$ cat src/rtl/i2c_arb_pkg.sv
// Shared encodings and defaults for the i2c_req_arbiter block.
package i2c_arb_pkg;

  typedef enum logic [1:0] {
    S_IDLE  = 2'd0,
    S_ISSUE = 2'd1,
    S_RESP  = 2'd2
  } state_t;

  typedef enum logic {
    OP_RD = 1'b0,
    OP_WR = 1'b1
  } op_t;

  localparam int DEFAULT_TIMEOUT_CYCLES = 2_000_000;

endpackage

$ cat src/rtl/i2c_rr_pick.sv
// Rotating-priority select: first pending requester at or above rr_ptr, wrapping modulo N.
module i2c_rr_pick #(
  parameter int N = 4
) (
  input  logic [N-1:0]         pend,
  input  logic [$clog2(N)-1:0] rr_ptr,
  output logic [$clog2(N)-1:0] win_idx,
  output logic                 any
);
  localparam int IW = $clog2(N);

  function automatic logic [IW-1:0] wrap_add(input logic [IW-1:0] base, input int off);
    int s;
    s = int'(base) + off;
    if (s >= N) s = s - N;
    return IW'(s);
  endfunction

  // Scan from the farthest offset down so the nearest pending client wins.
  always_comb begin
    win_idx = rr_ptr;
    for (int k = N - 1; k >= 0; k--) begin
      if (pend[wrap_add(rr_ptr, k)]) win_idx = wrap_add(rr_ptr, k);
    end
  end

  assign any = |pend;

endmodule

$ cat src/rtl/i2c_req_arbiter.sv
// Round-robin arbiter sharing one i2c_master_top register-access port among NUM_CLIENTS requesters.
// Define I2C_ARB_TIMEOUT_EN to abort a transaction that is not acked within TIMEOUT_CYCLES.
module i2c_req_arbiter
  import i2c_arb_pkg::*;
#(
  parameter int NUM_CLIENTS    = 4,
  parameter int TIMEOUT_CYCLES = DEFAULT_TIMEOUT_CYCLES
) (
  input  logic                             clk,
  input  logic                             rst_n,
  input  logic [NUM_CLIENTS-1:0]           cli_rd_req,
  input  logic [NUM_CLIENTS-1:0]           cli_wr_req,
  input  logic [8*NUM_CLIENTS-1:0]         cli_dev_addr,
  input  logic [8*NUM_CLIENTS-1:0]         cli_reg_addr,
  input  logic [8*NUM_CLIENTS-1:0]         cli_wdata,
  output logic [NUM_CLIENTS-1:0]           cli_ack,
  output logic [7:0]                       cli_rdata,
  output logic                             cli_error,
  output logic                             busy,
  output logic [$clog2(NUM_CLIENTS)-1:0]   grant_id,
  output logic                             m_read_req,
  input  logic                             m_read_req_ack,
  output logic                             m_write_req,
  input  logic                             m_write_req_ack,
  output logic [7:0]                       m_dev_addr,
  output logic [7:0]                       m_reg_addr,
  output logic [7:0]                       m_wdata,
  input  logic [7:0]                       m_rdata,
  input  logic                             m_error
);
  localparam int IW = $clog2(NUM_CLIENTS);

  if (NUM_CLIENTS < 2 || NUM_CLIENTS > 8 || TIMEOUT_CYCLES < 2) begin : g_bad_param
    $error("i2c_req_arbiter: NUM_CLIENTS must be 2..8 and TIMEOUT_CYCLES >= 2");
  end

  state_t                 state;
  op_t                    op;
  logic [IW-1:0]          rr_ptr;
  logic [IW-1:0]          win_idx;
  logic                   any;
  logic [NUM_CLIENTS-1:0] pend;
  logic                   ack_hit;

  assign pend    = cli_rd_req | cli_wr_req;
  assign ack_hit = (op == OP_WR) ? m_write_req_ack : m_read_req_ack;

  i2c_rr_pick #(.N(NUM_CLIENTS)) u_pick (
    .pend    (pend),
    .rr_ptr  (rr_ptr),
    .win_idx (win_idx),
    .any     (any)
  );

`ifdef I2C_ARB_TIMEOUT_EN
  logic [31:0] to_cnt;
`endif

  always_ff @(posedge clk) begin
    if (!rst_n) begin
      state       <= S_IDLE;
      op          <= OP_RD;
      rr_ptr      <= '0;
      grant_id    <= '0;
      m_read_req  <= 1'b0;
      m_write_req <= 1'b0;
      m_dev_addr  <= 8'h00;
      m_reg_addr  <= 8'h00;
      m_wdata     <= 8'h00;
      cli_ack     <= '0;
      cli_rdata   <= 8'h00;
      cli_error   <= 1'b0;
      busy        <= 1'b0;
`ifdef I2C_ARB_TIMEOUT_EN
      to_cnt      <= 32'd0;
`endif
    end else begin
      cli_ack <= '0;
      case (state)
        S_IDLE: begin
          if (any) begin
            grant_id   <= win_idx;
            m_dev_addr <= cli_dev_addr[8*win_idx +: 8];
            m_reg_addr <= cli_reg_addr[8*win_idx +: 8];
            m_wdata    <= cli_wdata[8*win_idx +: 8];
            // A client raising both requests gets only the write.
            if (cli_wr_req[win_idx]) begin
              op          <= OP_WR;
              m_write_req <= 1'b1;
            end else begin
              op         <= OP_RD;
              m_read_req <= 1'b1;
            end
            busy  <= 1'b1;
            state <= S_ISSUE;
`ifdef I2C_ARB_TIMEOUT_EN
            to_cnt <= 32'd0;
`endif
          end
        end
        S_ISSUE: begin
          if (ack_hit) begin
            if (op == OP_RD) cli_rdata <= m_rdata;
            cli_error         <= m_error;
            m_read_req        <= 1'b0;
            m_write_req       <= 1'b0;
            cli_ack[grant_id] <= 1'b1;
            state             <= S_RESP;
          end
`ifdef I2C_ARB_TIMEOUT_EN
          else if (to_cnt == 32'(TIMEOUT_CYCLES - 1)) begin
            cli_rdata         <= 8'h00;
            cli_error         <= 1'b1;
            m_read_req        <= 1'b0;
            m_write_req       <= 1'b0;
            cli_ack[grant_id] <= 1'b1;
            state             <= S_RESP;
          end else begin
            to_cnt <= to_cnt + 32'd1;
          end
`endif
        end
        S_RESP: begin
          busy   <= 1'b0;
          rr_ptr <= (grant_id == IW'(NUM_CLIENTS - 1)) ? '0 : grant_id + 1'b1;
          state  <= S_IDLE;
        end
        default: state <= S_IDLE;
      endcase
    end
  end

endmodule
$ cat config.mk
export PLATFORM = sky130hd
export DESIGN_NAME = i2c_req_arbiter
export DESIGN_NICKNAME = d
export VERILOG_FILES = /design/src/rtl/i2c_arb_pkg.sv /design/src/rtl/i2c_rr_pick.sv /design/src/rtl/i2c_req_arbiter.sv
export SDC_FILE = /design/constraint.sdc
export NUM_CORES = 1
export LEC_CHECK = 0
export BUFFER_PORTS_ARGS = -buffer_cell sky130_fd_sc_hd__buf_2
export CORE_ASPECT_RATIO = 0.8
export CORE_MARGIN = 3
export CORE_UTILIZATION = 43
export CTS_CLUSTER_DIAMETER = 80
export CTS_CLUSTER_SIZE = 24
export DETAILED_ROUTE_END_ITERATION = 7
export PLACE_DENSITY = 0.81
export SLEW_MARGIN = 5
export SYNTH_ARGS = -nofsm -noshare
export SYNTH_HDL_FRONTEND = slang
export SYNTH_SLANG_ARGS = --single-unit
$ cat constraint.sdc
create_clock -name clk -period 2.1 [get_ports clk]
set_clock_uncertainty 0.05 [all_clocks]
set_input_delay 0.105 -clock clk [delete_from_list [all_inputs] [get_ports clk]]
set_output_delay 0.105 -clock clk [all_outputs]
set_load 0.03 [all_outputs]
==> metrics.md <==
| Metric | Value |
|---|---|
| Status | finished clean |
| Number of global-route vias before repair | 2771 |
| Post-Syn Nets | 450 |
| Critical path startpoint category | flip-flop |
| Global-route wire length before repair | 12.3 mm |
| Antenna-violating nets left | 0 |
| Final worst setup slack | 133 ps |
| Count of cell types in the netlist | 36 |
| Synth warn | 0 |
| Area delta synth->final | 41.5% |
| Internal | 1.67 mW |
| Routability congestion estimate | 0.883 |
| Drt wl/cell | 13.8 um |
| Fmax | 0.508 GHz |
| Most numerous cell in the Yosys netlist | nor2_1 |
| Antenna violations before repair | 0 |
| Worst EP arrival | 2110 ps |
| Slew Limit Headroom | 66.1% |
| Number of core rows | 24 |
| Clock sinks | 47 |
| Syn avg cell area | 7.60 um^2 |
| Final WL | 7.78 mm |
| Register area share after synthesis | 37.6% |
| Drt first pass iters | 5 |
| Ys flop type | dfxtp_1 |
| Die ar. | 6770 um^2 |
| CTS Root Cell | clkbuf_8 |
| Input/output buffers | 158 |
| Num CTS Buffers | 5 |
| RSZ-0062 raised after global routing | no |
| Detail Placement HPWL | 5.88 mm |
| Pin count of the biggest net entering global routing | 49 |
| Final #Nets | 604 |
| Critical-path maximum fanout | 24 |
| Psw | 796 uW |
| Share of cells above drive strength 1 | 38.4% |
| Final Instance Count excl. Fillers | 562 |
| Diodes inserted | 0 |
| I/O pin count | 159 |
| Share of the clock period used by the worst path | 93.7% |
| Post-synth top area cell | dfxtp_1 |
| Placed Area | 3410 um^2 |
| Initial core utilization | 45.3% |
| LEAKAGE | 1.90 nW |
| Final TNS setup | 0 ps |
| DRT iter0 DRCs | 158 |
| Class of the most critical setup path | reg2reg |
| Max IR drop VDD | 0.000422 V |
| Req. time, crit path | 2240 ps |
| Switching Share | 32.2% |
| EDFF count, synth | 0 |
| Remaining global-route overflow | 0 |
| Crit end category | flip-flop |
| Gr usage total | 22.0% |
| Clk pwr share | 28.0% |
| Max Cap Viol | 0 |
| Synth top cells by count | nor2_1 (103), nor3_1 (49), dfxtp_1 (47), a211o_1 (24), nor2b_1 (15) |
| Worst-skew pair later-pin latency | 290 ps |
| Part of the power in combinational logic | 29.9% |
| Utilization after layout | 64.0% |
| Yosys top cell area share | 37.6% |
| Dpl cells | 553 |
| Htree depth | 2 |
| Core ar. | 5530 um^2 |
| Max clock buf depth | 2 |
| Vias | 2903 |
| Synth Register Bits | 47 |
| Pre-CTS setup slack | 97.1 ps |
| Die height | 74.2 um |
| Min cycle time layout | 1970 ps |
| CTS tree | yes |
| Max-slew violations | 0 |
| Via density | 5.17 |
| Design Area, Final | 3540 um^2 |
| Mapped cell area | 2500 um^2 |
| Die width | 91.3 um |
| Setup violators final | 0 |
| Worst hold path class | in2reg |
| Power share of the sequential group | 42.1% |
| Synthesized instance count | 329 |
| # DRC | 0 |
| Hold violation count in the final report | 0 |
| Ys async rst share | 0% |
| Synth top area cells | dfxtp_1 (38%), nor2_1 (15%), nor3_1 (9.8%), a211o_1 (8.4%), mux2i_1 (4.4%) |
| Worst-path clk slew | 90 ps |
| Pwr dens | 698 nW/um^2 |
| Least-Margin Pin Slew | 503 ps |
## cell families after synthesis
logic type	share of synthesized area, %
and+or+nand+nor	34.8
adders and majority gates	2.00
muxes	4.40
AOI/OAI and AO/OA	15.8
buffers and inverters	5.35
DFF	37.6
## state kept, by name, summed over array words and instances, names as in the netlist
| signal | flops |
|---|---|
| busy | 1 |
| cli_ack | 4 |
| cli_error | 1 |
| cli_rdata | 8 |
| grant_id | 2 |
| m_dev_addr | 8 |
| m_read_req | 1 |
| m_reg_addr | 8 |
| m_wdata | 8 |
| m_write_req | 1 |
| op | 1 |
| rr_ptr | 2 |
| state | 2 |
## cell usage in the layout (no fill, tap or decap), drive strengths merged, types with 2 or more instances in the layout
master and instances:
a211o 24, o21ai 3, a21oi 3, mux2i 11, inv 3, o22ai 5, a22o 3, o21a 3
and2 3, o2bb2ai 2, dfxtp 47, nand2 9, clkbuf 6, nand2b 2, and3 4, ha 4
nor2 104, nor3 49, buf 170, nor2b 15
## per-layer routing
layer / up-vias / part of all wire [%] / GRT usage [%]
li1: 1440 / - / -
met1: 1339 / 44 / 27.2
met2: 113 / 48 / 38.3
met3: 11 / 6.8 / 6.57
met4: 0 / 1.0 / 5.85
met5: - / 0 / 0
## power by group through the flow
stage	Clock, mW	Combinational (mW)	Sequential (mW)
floorplan	0	0.284	1.23
global placement	0	0.723	1.06
detailed placement	0	0.736	1.06
CTS	0.707	0.738	1.04
global route	0.748	0.799	1.05
finish	0.692	0.738	1.04
## what timing repair did
item                                    4_1_cts  5_1_grt
endpoints found under the setup margin        0       26
resized for setup                             0        0
hold buffers                                  0        0
buffers inserted                              0        1
## through the flow
step	total power, mW	hold WS, ps
after CTS	2.49	5.53
final	2.47	14.0
after global routing	2.60	6.64
after global placement	1.78	309
after detailed placement	1.80	319
after floorplan	1.51	208
## critical path, stage by stage, from the launching register on
cell and delay, ps:
dfxtp_1 520, inv_1 120, a222oi_1 320, buf_4 180, nand2b_1 150, buf_12 180, nor3_1 70, a211o_1 260
## final timing paths
path                               startpoint       endpoint  slack (ps)  depth (start not counted)
worst max register to register      rr_ptr[0]     m_wdata[0]         130                          7
worst max-delay path                rr_ptr[0]     m_wdata[0]         130                          7
worst min-delay path               m_rdata[5]   cli_rdata[5]          10                          3
worst min register to register  m_reg_addr[0]  m_reg_addr[0]         420                          1
## final cells by class
class / instances / area [um^2]
Multi-Input combinational cell: 256 / 1440
Clock inverter: 2 / 35.0
Sequential cell: 47 / 941
Clock buffer: 6 / 82.6
Fill cell: 500 / 1990
Timing Repair Buffer: 170 / 931
Inverter: 3 / 11.3
Tap cell: 78 / 97.6
(Power assumes the default switching activity.)
